File: src/rtl/synchronous_fifo.sv
// rtl/synchronous_fifo.sv - single-clock FIFO with registered status flags
//
// Purpose: single-clock first-in first-out buffer. All flags, fill_count and the
//          overflow/underflow pulses come from registers, updated on the edge of
//          the access that changes them.
// Config macro: SYNC_FIFO_FWFT_EN selects first-word fall-through read_data.
//               Without it, read_data is a register loaded on each accepted read.
// Ports:
//   clk          in   clock, all state changes on its rising edge
//   reset_n      in   asynchronous active-low reset
//   w_en         in   write request
//   r_en         in   read request
//   write_data   in   [DATA_LENGTH-1:0] entry to store
//   read_data    out  [DATA_LENGTH-1:0] entry read out
//   fifo_full    out  fill level == NUM_ADDRESS
//   fifo_empty   out  fill level == 0
//   almost_full  out  fill level >= ALMOST_FULL_LEVEL
//   almost_empty out  fill level <= ALMOST_EMPTY_LEVEL
//   fill_count   out  [$clog2(NUM_ADDRESS):0] stored entries
//   overflow     out  one-cycle pulse on a rejected write
//   underflow    out  one-cycle pulse on a rejected read

module synchronous_fifo #(
  parameter int NUM_ADDRESS        = 8,
  parameter int DATA_LENGTH        = 32,
  parameter int ALMOST_FULL_LEVEL  = NUM_ADDRESS - 2,
  parameter int ALMOST_EMPTY_LEVEL = 2
) (
  input  logic                          clk,
  input  logic                          reset_n,
  input  logic                          w_en,
  input  logic                          r_en,
  input  logic [DATA_LENGTH-1:0]        write_data,
  output logic [DATA_LENGTH-1:0]        read_data,
  output logic                          fifo_full,
  output logic                          fifo_empty,
  output logic                          almost_full,
  output logic                          almost_empty,
  output logic [$clog2(NUM_ADDRESS):0]  fill_count,
  output logic                          overflow,
  output logic                          underflow
);

  localparam int AW = $clog2(NUM_ADDRESS);
  localparam int CW = AW + 1;

  localparam logic [CW-1:0] FULL_LVL = CW'(NUM_ADDRESS);
  localparam logic [CW-1:0] AF_LVL   = CW'(ALMOST_FULL_LEVEL);
  localparam logic [CW-1:0] AE_LVL   = CW'(ALMOST_EMPTY_LEVEL);

  logic [DATA_LENGTH-1:0] mem [NUM_ADDRESS];

  // Pointers carry one extra wrap bit so their difference spans 0..NUM_ADDRESS.
  logic [CW-1:0] wr_ptr, rd_ptr;
  logic [CW-1:0] wr_ptr_nxt, rd_ptr_nxt, cnt_nxt;
  logic          wr_acc, rd_acc;

  always_comb begin
    wr_acc     = w_en & ~fifo_full;
    rd_acc     = r_en & ~fifo_empty;
    wr_ptr_nxt = wr_ptr + CW'(wr_acc);
    rd_ptr_nxt = rd_ptr + CW'(rd_acc);
    cnt_nxt    = wr_ptr_nxt - rd_ptr_nxt;
  end

  always_ff @(posedge clk or negedge reset_n) begin
    if (!reset_n) begin
      wr_ptr       <= '0;
      rd_ptr       <= '0;
      fill_count   <= '0;
      fifo_full    <= 1'b0;
      fifo_empty   <= 1'b1;
      almost_full  <= 1'b0;
      almost_empty <= 1'b1;
      overflow     <= 1'b0;
      underflow    <= 1'b0;
    end else begin
      wr_ptr       <= wr_ptr_nxt;
      rd_ptr       <= rd_ptr_nxt;
      fill_count   <= cnt_nxt;
      fifo_full    <= (cnt_nxt == FULL_LVL);
      fifo_empty   <= (cnt_nxt == '0);
      almost_full  <= (cnt_nxt >= AF_LVL);
      almost_empty <= (cnt_nxt <= AE_LVL);
      // A simultaneous request at a boundary is serviced on the other side
      // (read at full, write at empty), so it is not reported as an error.
      overflow     <= w_en & fifo_full & ~r_en;
      underflow    <= r_en & fifo_empty & ~w_en;
    end
  end

  // Storage is never cleared; the reset pointers make stale entries unreachable.
  // Writes are held off while reset is asserted so no access completes then.
  always_ff @(posedge clk) begin
    if (reset_n && wr_acc) begin
      mem[wr_ptr[AW-1:0]] <= write_data;
    end
  end

`ifdef SYNC_FIFO_FWFT_EN
  // Head entry is visible as soon as the FIFO is non-empty; r_en just pops it.
  assign read_data = fifo_empty ? '0 : mem[rd_ptr[AW-1:0]];
`else
  always_ff @(posedge clk or negedge reset_n) begin
    if (!reset_n) begin
      read_data <= '0;
    end else if (rd_acc) begin
      read_data <= mem[rd_ptr[AW-1:0]];
    end
  end
`endif

endmodule

File: config.mk
export PLATFORM = sky130hd
export DESIGN_NAME = synchronous_fifo
export DESIGN_NICKNAME = d
export VERILOG_FILES = /design/src/rtl/synchronous_fifo.sv
export SDC_FILE = /design/constraint.sdc
export NUM_CORES = 1
export LEC_CHECK = 0
export CAP_MARGIN = 20
export CORE_ASPECT_RATIO = 2
export CORE_MARGIN = 8
export CORE_UTILIZATION = 30
export CTS_BUF_LIST = sky130_fd_sc_hd__clkbuf_8 sky130_fd_sc_hd__clkbuf_16
export DETAILED_ROUTE_END_ITERATION = 10
export SYNTH_ARGS = -nofsm -noshare
export SYNTH_HDL_FRONTEND = slang
export SYNTH_SLANG_ARGS = --single-unit
File: constraint.sdc
create_clock -name clk -period 8.2 [get_ports clk]
set_input_delay 0.82 -clock clk [delete_from_list [all_inputs] [get_ports clk]]
set_output_delay 0.82 -clock clk [all_outputs]
set_load 0.005 [all_outputs]
==> results of run 1 <==
-- layout make-up --
| cell class | count | area, um2 | share of cell area [%] |
|---|---|---|---|
| Sequential cell | 306 | 8945 | 63.81 |
| Multi-Input combinational cell | 347 | 2660 | 18.98 |
| Timing Repair Buffer | 93 | 885.9 | 6.320 |
| Clock buffer | 27 | 675.6 | 4.820 |
| Tap cell | 520 | 650.6 | 4.642 |
| Clock inverter | 18 | 163.9 | 1.169 |
| Inverter | 9 | 33.78 | 0.2410 |
| Antenna cell | 1 | 2.502 | 0.01785 |
-- layer usage --
layer  track usage [%]  part of all wire, %
met1             11.32                   36
met2             21.56                   56
met5                 0                 0.10
met4             3.996                  2.2
met3             2.714                  6.3
-- critical path, cell delays in order --
cell and delay [ns]:
clkdlybuf4s50_1 0.52, nand2b_2 0.06, buf_4 0.27, inv_2 0.66, ha_1 0.39, ha_1 0.24, fa_1 0.50, inv_1 0.06
nor3_1 0.22, o21ai_0 0.16, mux2i_1 0.15
-- cells in the final DEF, fill, tap and decap left out, types with 3 or more instances in the layout --
master,Yosys,layout
edfxtp_1,256,256
a22oi_1,64,64
nand3_1,36,36
dfrtp_1,48,47
clkdlybuf4s50_1,0,76
xnor2_1,4,4
ha_1,7,7
nand2_1,69,69
mux2i_1,132,132
inv_1,8,16
bufinv_16,0,3
buf_4,9,16
clkbuf_16,0,27
clkinv_1,0,3
nor2_4,0,6
o21ai_0,3,3
-- kinds of logic after synthesis --
kind of cell	Yosys count
AO/OA/AOI/OAI	70
multiplexers	132
XOR/XNOR	8
adder cells (fa/ha/maj)	8
buffers and inverters	45
flip-flops	306
AND/OR/NAND/NOR	129
-- power groups by stage --
stage               registers, W  logic (W)  clock network [W]
floorplan                0.00204   0.000995                  0
global placement         0.00209    0.00148                  0
detailed placement       0.00210    0.00150                  0
CTS                      0.00207    0.00150            0.00126
global route             0.00208    0.00163            0.00132
finish                   0.00206    0.00147            0.00122
-- through the flow --
step                      util (%)  instance area, um2  worst slack (ns)  cells  power, W
after global routing         36.24               14010             4.352   1320  0.005026
after floorplan                  -               11770             4.365    698  0.003031
after CTS                    36.24               14010             4.564   1320  0.004826
after detailed placement     34.07               13180             3.964   1275  0.003599
final                        36.25               14020             4.595   1321  0.004753
after global placement       34.07               13180             4.016   1275  0.003571
-- sequential cells by signal, summed over array words and instances, names as in the netlist --
signal	cells
mem	256
read_data	32
fill_count	4
rd_ptr	4
wr_ptr	4
almost_empty	1
almost_full	1
fifo_empty	1
fifo_full	1
overflow	1
underflow	1
-- worst paths after layout --
path / start / to / slack [ns]
setup / recovery: r_en / fifo_empty$_DFF_PN1_ / 4.59
hold / removal: reset_n / read_data[10]$_DFFE_PN0N_ / 0.43
min in group clk: read_data[18]$_DFFE_PN0N_ / read_data[18]$_DFFE_PN0N_ / 0.47
setup reg to reg: fifo_empty$_DFF_PN1_ / fifo_empty$_DFF_PN1_ / 4.81
hold reg to reg: read_data[18]$_DFFE_PN0N_ / read_data[18]$_DFFE_PN0N_ / 0.47
max in group asynchronous: reset_n / rd_ptr[0]$_DFF_PN0_ / 7.22
-- synthesized netlist by cell type (3+ instances only) --
cell      number
edfxtp_1     256
mux2i_1      132
nand2_1       69
a22oi_1       64
dfrtp_1       48
nand3_1       36
clkbuf_1      13
buf_2         10
buf_4          9
nor2_1         9
inv_1          8
ha_1           7
clkbuf_4       4
nor2b_1        4
nor3_1         4
xnor2_1        4
o21ai_0        3
==> flow_summary.toml, run 1 <==
[yosys]
syn_nets = 742
synth_area_leaders = "edfxtp_1, mux2i_1, dfrtp_1, a22oi_1, nand2_1"
synth_flop_cell = "edfxtp_1"
synth-edff-count = 256
synth_top_area_share_pct = 65.33
synth-async-reset-ratio_pct = 16.34
yosysSeqAreaShare_pct = 75.99
synth-simple-area-share_pct = 4.828
synth_top_area_cell = "edfxtp_1"
synthMuxAreaShare_pct = 11.23
synthXorXnorAreaFrac_pct = 0.7231
ys_ff_latch = 306
avgSynthCellArea_um2 = 16.86
synth_area_um2 = 11770
postSynthCellCount = 698
synth_top_family_by_area = "multiplexers"
yosysWarningCount = 0
ys_types = 29
synthAdderAreaFrac_pct = 0.9145
synth_compound_area_share_pct = 4.360

[cts]
clk_pin_slew_ns = 0.07
cts_setup_buffers = 0
root_buffer = "clkbuf_16"
cts_resized = 0
htreeDepth = 1
ctsHoldBuffers = 0
insertion_delay_ns = 0.54
clk_path_buf_depth = 3
cts_buffers = 26
cts_tree = "done"
cts.sinks = 306

[die]
io_pins = 78
dieArea_um2 = 46200
start_util_pct = 30.43
core_area_um2 = 38670
die_w_um = 156.0
die_h_um = 296.1
num_rows = 102

[global_routing]
antenna_found_initial = 2
grt_pass1_wl_um = 38900
grt_usage_pct = 11.18
grt_overflow = 0
grt_max_degree = 61
grt_pass1_vias = 6386

[power]
power.share.combinational_pct = 30.9
intPower_w = 0.003269
power_density_nw_per_um2 = 339.1
clock_power_share_pct = 25.8
irDropWorstVdd_uv = 147.8
switching_power_w = 0.001484
switching_share_pct = 31.22
p_leak_nw = 5.095
power_frac_seq_pct = 43.3

[status]
status = "finished, final reports clean"

[timing]
fin_skew_ns = 0.01180
fmax_mhz = 277.4
worst_slew_pin_slew_ns = 1.028
slew_headroom_pct = 31.48
slew_viol_final = 0
timing.hold.ws_ns = 0.4303
min_period_ns = 3.605
setup_viol = 0
rsz0062_at_grt = "false"
period_share_pct = 43.97
hold_violations = 0
tns_ns = 0

[cells_and_area]
n_fill_cell = 3617
area_growth_pct = 19.13
layout-drive-gt1-share_pct = 8.750
nNetsFinal = 827

[worst_setup_path]
worstPathArrival_ns = 4.07
cp-start-kind = "input pin"
reg2reg_depth = 11
required_ns = 8.67
critical_path_class = "input pin to flip-flop"
crit_fanout = 34
cp-end-kind = "flip-flop"

[worst_hold_path]
hp-class = "input pin to async pin"

[detailed_routing]
drt-pass1-iter-count = 4
drtIter0Drc = 299
wl_per_cell_um = 19.56
wirelength_um = 25840
drc = 0
via_per_inst = 4.628
vias = 6113
ant_nets = 0

[placement]
io_buffer_count = 77
dp_hpwl_um = 14840
routabilityCongestion = 0.6782

[run]
timing.max_cap.violations = 0
(Power assumes the default switching activity.)
==> inputs of run 2 (changes only) <==
==> constraint.sdc (replaced) <==
create_clock -name clk -period 3.4 [get_ports clk]
set_input_delay 0.34 -clock clk [delete_from_list [all_inputs] [get_ports clk]]
set_output_delay 0.34 -clock clk [all_outputs]
set_load 0.005 [all_outputs]
==> run 2 against run 1 <==
Net effect: count of clock-buffer cells in the layout is 1 higher; final cell count up 0.45%; register-to-register slack got worse by 3.9 ns; global-route usage down 0.17 points; wire length is 2.7% lower; non-clock buffer count up 4; sequential share of layout area is 0.42 points lower; sequential power grew 140%; final area grew 0.67%; largest cell class unchanged; largest power group unchanged.
==> flow_summary.toml, run 2 (synthesis gave the netlist of run 1 again) <==
[worst_setup_path]
cpPeakStageDelay_ns = 0.53
startpoint = "fifo_empty$_DFF_PN1_"
cp-end-kind = "flip-flop"
crit_fanout = 12
cp_slowest_cell = "dfstp_2"
crit_family = "adder cells"
required_ns = 3.81
cp_num_buf_inv = 1
cp-start-kind = "flip-flop"
cpMostUsedCell = "ha_1"
worstPathCellList = "nand2b_2, inv_2, ha_1, ha_1, fa_1, xnor2_1, and2_1, nor3_1, mux2i_1"
worstPathArrival_ns = 2.94
timing.rr.start = "fifo_empty$_DFF_PN1_"
critical_path_class = "flip-flop to flip-flop"

[detailed_routing]
drtIter0Drc = 352
wl_per_cell_um = 18.95
wirelength_um = 25140
drc = 0
vias = 6016
drt-pass1-iter-count = 4
ant_nets = 0
via_per_inst = 4.534

[timing]
rsz0062_at_grt = "false"
fmax_mhz = 395.5
period_share_pct = 74.37
fin_skew_ns = 0.01435
slew_headroom_pct = 37.01
slew_viol_final = 0
hold_violations = 0
tns_ns = 0
min_period_ns = 2.529
worst_slew_pin_slew_ns = 0.9448
setup_viol = 0
setup_ws_ns = 0.8713

[die]
dieArea_um2 = 46200
core_area_um2 = 38670
io_pins = 78
num_rows = 102
die_w_um = 156.0
start_util_pct = 30.43
die_h_um = 296.1

[global_routing]
grt_max_degree = 129
antenna_found_initial = 1
grt_overflow = 0
grt_pass1_wl_um = 38610
grt_pass1_vias = 6495
grt_usage_pct = 11.01

[cells_and_area]
final_cell_mix = "edfxtp_1, mux2i_1, clkdlybuf4s50_1"
antenna_cells = 0
largest_reg_flops = 256
area_growth_pct = 19.93
nNetsFinal = 831
final_common_cell = "edfxtp_1"
layout-drive-gt1-share_pct = 9.913

[placement]
io_buffer_count = 77
pre_cts_ws_ns = 0.4720
dp_hpwl_um = 15330
routabilityCongestion = 0.7021

[cts]
clk_pin_slew_ns = 0.07
insertion_delay_ns = 0.54
cts.sinks = 306
ctsHoldBuffers = 1
root_buffer = "clkbuf_16"
cts_setup_buffers = 0
cts_resized = 0
cts_tree = "done"
cts_buffers = 26
htreeDepth = 1
clk_path_buf_depth = 3

[run]
timing.max_cap.violations = 0

[power]
power_density_nw_per_um2 = 817.1
p_leak_nw = 5.141
irDropWorstVdd_uv = 464.4

[status]
status = "finished, final reports clean"

[worst_hold_path]
hp-class = "input pin to async pin"
-- run 2: layout make-up --
| type | count | area [um2] |
|---|---|---|
| Clock inverter | 20 | 188.9 |
| Multi-Input combinational cell | 347 | 2660 |
| Timing Repair Buffer | 97 | 943.4 |
| Clock buffer | 28 | 689.4 |
| Inverter | 9 | 33.78 |
| Tap cell | 520 | 650.6 |
| Fill cell | 3572 | 24560 |
| Sequential cell | 306 | 8945 |
-- run 2: layer usage --
metal / vias up / global-route usage, % / routed length, um
li1: 2838 / - / -
met4: 2 / 4.186 / 578
met1: 3025 / 11.66 / 9529
met5: - / 0 / 13
met3: 39 / 2.057 / 1238
met2: 112 / 20.99 / 13780
-- run 2: path summary, 6_finish.rpt --
check / endpoint / slack, ns / cells past startpoint
min: read_data[4]$_DFFE_PN0N_ / 0.23 / 2
max reg2reg: almost_full$_DFF_PN0_ / 0.87 / 9
max in group asynchronous: rd_ptr[0]$_DFF_PN0_ / 2.22 / 3
min reg2reg: read_data[29]$_DFFE_PN0N_ / 0.47 / 2
min in group clk: overflow$_DFF_PN0_ / 0.38 / 3
max: almost_full$_DFF_PN0_ / 0.87 / 9
-- run 2: report_power, final --
part / internal [W] / switching (W)
Clock: 0.00171 / 0.00132
Sequential: 0.00461 / 0.000234
Combinational: 0.00163 / 0.00202
Total: 0.00795 / 0.00358
-- run 2: stage by stage --
| stage | std cells | power [W] | instance area [um2] | hold slack [ns] | util [%] |
|---|---|---|---|---|---|
| floorplan | 698 | 0.007310 | 11770 | 0.04441 | - |
| global placement | 1278 | 0.008600 | 13220 | 0.2576 | 34.19 |
| detailed placement | 1278 | 0.008678 | 13220 | 0.2590 | 34.19 |
| CTS | 1327 | 0.01173 | 14110 | 0.2257 | 36.49 |
| global route | 1327 | 0.01222 | 14110 | 0.2295 | 36.49 |
| finish | 1327 | 0.01153 | 14110 | 0.2260 | 36.49 |
-- run 2: worst register-to-register path, delay by kind of cell, from the launching register on --
| family | cells | cell delay, ns |
|---|---|---|
| xor+xnor | 1 | 0.18 |
| fa+ha+maj | 3 | 0.96 |
| buf+inv | 1 | 0.12 |
| flops | 1 | 0.53 |
| mux | 1 | 0.10 |
| simple gates | 3 | 0.49 |
==> inputs of run 3 (changes only) <==
==> constraint.sdc (replaced) <==
create_clock -name clk -period 2.25 [get_ports clk]
set_input_delay 0.225 -clock clk [delete_from_list [all_inputs] [get_ports clk]]
set_output_delay 0.225 -clock clk [all_outputs]
set_load 0.005 [all_outputs]
==> run 3 against run 2 <==
Net effect: worst hold slack better by 0.11 ns; utilization increased by 1.5 points; final cell count grew 2.1%; register-to-register slack lost 0.83 ns; power up 63%; die area unchanged; flip-flop and latch count stayed put; non-clock buffer count is 27 higher; fmax grew 14%; via count grew 2.7%; critical endpoint is now fifo_empty$_DFF_PN1_; largest power group unchanged.
==> flow_summary.toml, run 3 (synthesis gave the netlist of run 1 again) <==
[cells_and_area]
n_fill_cell = 3518
utilization_pct = 37.97
nNetsFinal = 858
final_cell_mix = "edfxtp_1, mux2i_1, clkdlybuf4s50_1"
layout-drive-gt1-share_pct = 14.99
largest_reg_flops = 256
final_common_cell = "edfxtp_1"
area_growth_pct = 24.78

[cts]
cts_setup_buffers = 0
cts_buffers = 26
cts.sinks = 306
clk_pin_slew_ns = 0.07
root_buffer = "clkbuf_16"
cts_tree = "done"
clk_path_buf_depth = 3
htreeDepth = 1
insertion_delay_ns = 0.54

[die]
die_h_um = 296.1
die_w_um = 156.0
core_area_um2 = 38670
start_util_pct = 30.43
dieArea_um2 = 46200
num_rows = 102
io_pins = 78

[power]
switching_share_pct = 31.37
switching_power_w = 0.005890
irDropWorstVdd_uv = 826.3
p_leak_nw = 5.363
intPower_w = 0.01289
power_density_nw_per_um2 = 1279
power.share.combinational_pct = 36.4
clock_power_share_pct = 24.4
power_frac_seq_pct = 39.2
power_w = 0.01878

[worst_hold_path]
hp-class = "input pin to async pin"

[timing]
fin_skew_ns = 0.007837
setup_ws_ns = 0.03768
rsz0062_at_grt = "true"
timing.hold.ws_ns = 0.3361
hold_violations = 0
slew_headroom_pct = 65.49
setup_viol = 0
min_period_ns = 2.212
slew_viol_final = 0
worst_slew_pin_slew_ns = 0.5177
period_share_pct = 98.33
fmax_mhz = 452.0

[global_routing]
antenna_found_initial = 4
grt_usage_pct = 11.66
grt_max_degree = 69
grt_pass1_wl_um = 40380
grt_overflow = 0
grt_pass1_vias = 6638

[worst_setup_path]
required_ns = 2.71
cp-start-kind = "flip-flop"
timing.reg2reg.setup_slack_ns = 0.04
critical_path_class = "flip-flop to flip-flop"
cp-end-kind = "flip-flop"
worstPathArrival_ns = 2.68
timing.rr.start = "fifo_empty$_DFF_PN1_"
r2r_end = "fifo_empty$_DFF_PN1_"
reg2reg_depth = 9
crit_fanout = 4

[status]
status = "finished, final reports clean"

[detailed_routing]
wl_per_cell_um = 19.79
wirelength_um = 26820
vias = 6180
ant_nets = 0
drt-pass1-iter-count = 4
drtIter0Drc = 307
drc = 0
via_per_inst = 4.561

[placement]
io_buffer_count = 77
routabilityCongestion = 0.7147
pre_cts_ws_ns = -0.3531
dp_hpwl_um = 17170

[run]
timing.max_cap.violations = 0
[run 3: cell count changes in the layout (fill, tap and decap cells not counted), moves of 4 or more]
cell	delta
buf_12	+15
buf_4	+12
ha_1	-5
ha_4	+4
[run 3: repair_timing]
action	4_1_cts	5_1_grt
pin swaps	0	3
gates resized for setup	4	13
hold buffers	1	0
hold endpoints to repair	48	0
setup endpoints to repair	3	5
[run 3: cell type report]
cell class | count | area, um2 | share of cell area, %
Sequential cell | 306 | 8945 | 60.93
Multi-Input combinational cell | 347 | 2824 | 19.23
Timing Repair Buffer | 124 | 1334 | 9.085
Clock buffer | 31 | 730.7 | 4.977
Tap cell | 520 | 650.6 | 4.432
Clock inverter | 17 | 158.9 | 1.082
Inverter | 9 | 36.28 | 0.2471
Antenna cell | 1 | 2.502 | 0.01704
[run 3: worst max-delay path: stages, from the launching register on]
cell and delay [ns]:
dfstp_2 0.54, nand2b_4 0.14, inv_4 0.05, ha_4 0.22
ha_4 0.17, fa_2 0.52, inv_2 0.06, nor3_4 0.19
nand3_2 0.09, mux2i_1 0.15
[run 3: worst max-delay path by stage]
stage | to | depth (start not counted) | slack [ns] | from
2_1_floorplan | mem[3][0]$_DFFE_PP_ | 3 | -0.30 | fifo_full$_DFF_PN0_
3_3_place_gp | almost_full$_DFF_PN0_ | 10 | -0.28 | w_en
3_5_place_dp | fifo_empty$_DFF_PN1_ | 10 | -0.35 | w_en
4_1_cts | fifo_empty$_DFF_PN1_ | 10 | -0.02 | fifo_empty$_DFF_PN1_
5_1_grt | fifo_empty$_DFF_PN1_ | 10 | -0.05 | fifo_empty$_DFF_PN1_
6_report | fifo_empty$_DFF_PN1_ | 9 | 0.04 | fifo_empty$_DFF_PN1_
[run 3: through the flow]
stage,area (um2),TNS [ns],std cells
floorplan,11850,-66.83,698
detailed placement,13700,-1.731,1305
finish,14680,0,1355
global route,14680,-0.1628,1355
CTS,14630,-0.01623,1354
global placement,13700,-1.335,1305
[run 3: power by group through the flow]
stage	logic (W)	registers, W	clock network [W]
2_1_floorplan	0.00382	0.00743	0
3_3_place_gp	0.00640	0.00747	0
3_5_place_dp	0.00654	0.00749	0
4_1_cts	0.00667	0.00738	0.00472
5_1_grt	0.00743	0.00745	0.00491
6_report	0.00683	0.00736	0.00458
[run 3: per-layer routing]
layer	vias to the layer above	part of all wire (%)	global-route usage [%]	wire [um]
met5	-	0.048	0	13
met4	2	1.8	3.877	488
met3	28	4.2	2.072	1129
met2	104	58	23.13	15470
met1	3148	36	11.84	9722
li1	2898	-	-	-
